[config.mk]
export PLATFORM = sky130hd
export DESIGN_NAME = spi_shift_engine
export DESIGN_NICKNAME = d
export VERILOG_FILES = /design/src/rtl/spi_shift_engine.sv
export SDC_FILE = /design/constraint.sdc
export NUM_CORES = 1
export LEC_CHECK = 0
export ABC_CLOCK_PERIOD_IN_PS = 2550
export CORE_MARGIN = 1
export CORE_UTILIZATION = 55
export CTS_CLUSTER_DIAMETER = 80
export DETAILED_ROUTE_END_ITERATION = 7
export DONT_BUFFER_PORTS = 1
export PLACE_DENSITY = 0.66
export RECOVER_POWER = 100
export SLEW_MARGIN = 20
export SYNTH_ARGS = -nofsm -noshare
export SYNTH_HDL_FRONTEND = slang
export SYNTH_SLANG_ARGS = --single-unit
[constraint.sdc]
create_clock -name clk -period 2.55 [get_ports clk]
set_input_delay 0.255 -clock clk [delete_from_list [all_inputs] [get_ports clk]]
set_output_delay 0.255 -clock clk [all_outputs]
set_load 0.05 [all_outputs]
[src/rtl/spi_shift_engine.sv]
// SPI master shift engine: chip-select sequencing, SCLK edge tracking and MOSI/MISO shifting.
// Define SPI_LSB_FIRST_EN to add the lsb_first input and LSB-first bit ordering.
module spi_shift_engine #(
  parameter int unsigned DATA_W   = 8,
  parameter int unsigned CS_SETUP = 2,
  parameter int unsigned CS_HOLD  = 2
) (
  input  logic              clk,
  input  logic              reset,
  input  logic              start,
  input  logic [DATA_W-1:0] tx_data,
  input  logic              cpol,
  input  logic              cpha,
`ifdef SPI_LSB_FIRST_EN
  input  logic              lsb_first,
`endif
  input  logic              spi_clk,
  output logic              clk_gen_en,
  input  logic              miso,
  output logic              mosi,
  output logic              cs_n,
  output logic [DATA_W-1:0] rx_data,
  output logic              busy,
  output logic              done
);

  localparam int unsigned NumEdges = 2 * DATA_W;
  localparam int unsigned CntW     = $clog2(NumEdges + 1);
  localparam int unsigned TmrMax   = (CS_SETUP > CS_HOLD) ? CS_SETUP : CS_HOLD;
  localparam int unsigned TmrW     = (TmrMax > 1) ? $clog2(TmrMax) : 1;

  typedef enum logic [2:0] {StIdle, StSetup, StXfer, StHold, StDone} state_e;

  state_e            state_q, state_d;
  logic [TmrW-1:0]   tmr_q;
  logic [CntW-1:0]   edge_cnt_q;
  logic [DATA_W-1:0] tx_sr_q, rx_sr_q, rx_data_q;
  logic [DATA_W-1:0] tx_load, rx_shift;
  logic              sclk_q, cpol_q, cpha_q, mosi_q, cs_n_q, lsb_q;
  logic              start_ok, sclk_edge, lead_edge, trail_edge, last_edge;
  logic              sample_edge, shift_edge;

  assign start_ok = (state_q == StIdle) && start;

`ifdef SPI_LSB_FIRST_EN
  // LSB-first transmit is a bit-reversed frame pushed through the MSB-first shifter.
  assign tx_load = lsb_first ? {<<{tx_data}} : tx_data;

  always_ff @(posedge clk) begin
    if (reset) begin
      lsb_q <= 1'b0;
    end else if (start_ok) begin
      lsb_q <= lsb_first;
    end
  end
`else
  assign tx_load = tx_data;
  assign lsb_q   = 1'b0;
`endif

  assign rx_shift = lsb_q ? {miso, rx_sr_q[DATA_W-1:1]} : {rx_sr_q[DATA_W-2:0], miso};

  assign sclk_edge  = (state_q == StXfer) && (spi_clk != sclk_q);
  assign lead_edge  = sclk_edge && (spi_clk != cpol_q);
  assign trail_edge = sclk_edge && (spi_clk == cpol_q);
  assign last_edge  = sclk_edge && (edge_cnt_q == CntW'(NumEdges - 1));

  // cpha=0 samples on leading and shifts on trailing; cpha=1 is the reverse.
  assign sample_edge = cpha_q ? trail_edge : lead_edge;
  assign shift_edge  = cpha_q ? lead_edge : (trail_edge && !last_edge);

  always_ff @(posedge clk) begin
    if (reset) begin
      state_q <= StIdle;
    end else begin
      state_q <= state_d;
    end
  end

  always_comb begin
    state_d = state_q;
    case (state_q)
      StIdle:  if (start) state_d = StSetup;
      StSetup: if (tmr_q == TmrW'(CS_SETUP - 1)) state_d = StXfer;
      StXfer:  if (last_edge) state_d = StHold;
      StHold:  if (tmr_q == TmrW'(CS_HOLD - 1)) state_d = StDone;
      StDone:  state_d = StIdle;
      default: state_d = StIdle;
    endcase
  end

  always_comb begin
    clk_gen_en = 1'b0;
    busy       = 1'b0;
    done       = 1'b0;
    case (state_q)
      StSetup, StHold: busy = 1'b1;
      StXfer: begin
        busy       = 1'b1;
        clk_gen_en = 1'b1;
      end
      StDone:  done = 1'b1;
      default: ;
    endcase
  end

  always_ff @(posedge clk) begin
    if (reset) begin
      tmr_q      <= '0;
      edge_cnt_q <= '0;
      sclk_q     <= 1'b0;
      cpol_q     <= 1'b0;
      cpha_q     <= 1'b0;
      tx_sr_q    <= '0;
      rx_sr_q    <= '0;
      rx_data_q  <= '0;
      mosi_q     <= 1'b0;
      cs_n_q     <= 1'b1;
    end else begin
      // The generator idles at the new cpol from the start edge on, so track that level.
      sclk_q <= start_ok ? cpol : spi_clk;
      tmr_q  <= (state_d != state_q) ? '0 : tmr_q + TmrW'(1);

      if ((state_d == StXfer) && (state_q != StXfer)) begin
        edge_cnt_q <= '0;
      end else if (sclk_edge && (edge_cnt_q != CntW'(NumEdges))) begin
        edge_cnt_q <= edge_cnt_q + CntW'(1);
      end

      if (start_ok) begin
        cpol_q  <= cpol;
        cpha_q  <= cpha;
        rx_sr_q <= '0;
        cs_n_q  <= 1'b0;
        // cpha=0 drives the first bit right away, so its shifter starts one bit ahead.
        mosi_q  <= cpha ? 1'b0 : tx_load[DATA_W-1];
        tx_sr_q <= cpha ? tx_load : {tx_load[DATA_W-2:0], 1'b0};
      end

      if (shift_edge) begin
        mosi_q  <= tx_sr_q[DATA_W-1];
        tx_sr_q <= {tx_sr_q[DATA_W-2:0], 1'b0};
      end

      if (sample_edge) begin
        rx_sr_q <= rx_shift;
      end

      if (state_d == StDone) begin
        mosi_q    <= 1'b0;
        rx_data_q <= rx_sr_q;
      end

      if (state_q == StDone) begin
        cs_n_q <= 1'b1;
      end
    end
  end

  assign mosi    = mosi_q;
  assign cs_n    = cs_n_q;
  assign rx_data = rx_data_q;

endmodule
==> results.cfg <==
[status]
status = complete, no violations

[route]
wire_per_inst_um = 13.7
ant_nets = 0
num_vias = 1417
remaining_drc_errors = 0
first_pass_iters = 4
drtIter0Drc = 33
vias_per_cell = 5.67
wl_met3_um = 164
routed.top_layer = met4
met1_length_um = 1540
dr_wl_met2_um = 1660
wl_um = 3440

[sta]
timing.final.crit_share = 0.868
setup_tns_ns = 0
drv_slew = 0
worst_clock_skew_ns = 0.00765
tightest_slew_ns = 0.741
rsz0062_at_grt = no
min_period_ns = 2.21
setup_viol = 0
layout_setup_ws_ns = 0.336
max_freq_ghz = 0.452
hold_viol = 0
max_slew_margin = 0.506

[floorplan]
initial_core_util = 0.585
die_h_um = 59.2
die_area_mm2 = 0.00350
num_io_pins = 28
rows = 20
die_w_um = 59.2
core_area_mm2 = 0.00308

[min_path]
min_to = sclk_q
worstHoldStart = spi_clk
min_path_cells = 2
hold_path_class = input pin to register

[power_and_ir_drop]
peakVddDrop_uv = 355
power_leakage_nw = 0.628
p_sw_frac = 0.287
seqPwrFrac = 0.570
p_switching_mw = 0.328
p_int_mw = 0.814
pwr-share-clk = 0.292
power_density_mw_per_mm2 = 621
power_frac_comb = 0.138

[logic_synthesis]
synthDistinctLibCells = 39
syn-cell-area_mm2 = 0.00180
synth_seq_area_share = 0.423
synth_area_leader_cell = dfxtp_1
synth.net_count = 226
synthCells = 208
ys_seq_elements = 38
yosys_warnings = 0
yosys-top-cells-area = dfxtp_1 42%, nand2_1 7.9%, a21oi_1 7.8%
syn_avg_cell_area_um2 = 8.65
yosys.area.top_type_share = 0.423

[critical_path]
crit_path_start_kind = register
critPathMaxFanout = 9
rr_worst_depth = 5
r2r_start = state_q[1]
startpoint = state_q[1]
r2r-end = mosi
path_class = register to register
required_ns = 2.77
r2r_slack_ns = 0.34
crit_path_end_kind = register
cp.arrival_ns = 2.43

[place]
port_buffers = 0
routabilityCongestion = 0.836
place_ws_ns = 0.596
placed_area_mm2 = 0.00179
hpwl_um = 2420

[cells_and_area]
syn2layout_area_growth_pct = 2.23
layout_commonest_cell = nand2_1
antenna_cells = 0
drive_gt1_frac = 0.0728
layout_common_cells = 39 x nand2_1, 38 x dfxtp_1, 28 x a21oi_1
final_area_mm2 = 0.00184
final_nets = 223

[global_routing]
grtUsageTotal = 0.225
gr-total-overflow = 0
grt_max_degree = 33
grt_pass1_wl_um = 5780
first_global_vias = 1317
antenna_found_initial = 0

[cts]
cts_tree = yes
cts_buffer_depth = 2
post_cts_resized = 0
clock-sinks = 38
cts-root-buf = clkbuf_4
clkLatencyLatePin_ns = 0.35
clk_pin_slew_worst_paths_ns = 0.11
numCtsBuffers = 5
htreeDepth = 2

[run]
maxCapViolations = 0
stage by stage:
step	instances	power (mW)	hold WS [ns]	utilization
CTS	249	1.16	0.00289	0.604
detailed placement	240	0.821	0.331	0.580
global placement	240	0.817	0.329	0.580
finish	250	1.14	0.0302	0.598
floorplan	208	0.808	0.391	-
global route	250	1.21	0.00817	0.598
final cells by class:
type / instances / area [um^2]
Multi-Input combinational cell: 150 / 911
Clock inverter: 2 / 12.5
Tap cell: 44 / 55.1
Timing Repair Buffer: 4 / 26.3
Inverter: 6 / 22.5
Clock buffer: 6 / 51.3
Fill cell: 309 / 1240
Sequential cell: 38 / 761
layer usage:
metal | global-route usage | up-vias
li1 | - | 714
met1 | 0.265 | 671
met2 | 0.363 | 23
met3 | 0.0808 | 9
met4 | 0.109 | 0
met5 | 0 | -
repair_timing:
item	4_1_cts	5_1_grt
hold endpoints to repair	32	1
hold buffers	1	1
setup buffers	0	0
worst max-delay path: stages (launching register included):
cell     delay, ns
dfxtp_1       0.45
or3b_1        0.46
inv_1         0.43
nand2_1       0.34
nor3_1        0.32
nor4_2        0.08
state kept, by name, indices dropped and copies added (netlist names):
| signal | count |
|---|---|
| rx_data | 8 |
| rx_sr_q | 8 |
| tx_sr_q | 8 |
| edge_cnt_q | 5 |
| state_q | 3 |
| cpha_q | 1 |
| cpol_q | 1 |
| cs_n | 1 |
| mosi | 1 |
| sclk_q | 1 |
| tmr_q | 1 |
cells by family after synthesis:
logic type	after synthesis	synth area share
AOI/OAI and AO/OA	41	0.138
xor gates and xnor gates	8	0.0473
adders and majority gates	3	0.0209
buffers and inverters	20	0.0591
DFF	38	0.423
muxes	10	0.0563
and+or+nand+nor	88	0.256
cells in the mapped netlist (all sizes together):
master,number
nor4b,1
nor4,2
nor4bb,1
a221oi,3
or3b,2
nor3b,1
nand2,39
mux2i,9
inv,6
nand3,18
mux2,1
and3,2
o21a,1
a21oi,28
nor3,6
nor2,10
or2,1
and2,1
clkbuf,5
o221ai,7
o21ai,1
xor2,1
or4b,1
ha,3
nand2b,2
buf,9
xnor2,6
nand3b,1
o21bai,1
xor3,1
dfxtp,38
worst max path at each step:
stage                 to  slack [ns]
floorplan           mosi        0.77
global placement    mosi        0.66
detailed placement  mosi        0.60
CTS                 mosi        0.54
global route        mosi        0.21
finish              mosi        0.34
power groups by stage:
stage / sequential [mW] / combinational [mW] / clock (mW)
after global placement: 0.663 / 0.154 / 0
final: 0.651 / 0.158 / 0.333
after global routing: 0.655 / 0.176 / 0.376
after floorplan: 0.656 / 0.153 / 0
after CTS: 0.651 / 0.166 / 0.346
after detailed placement: 0.664 / 0.157 / 0
(Power assumes the default switching activity.)
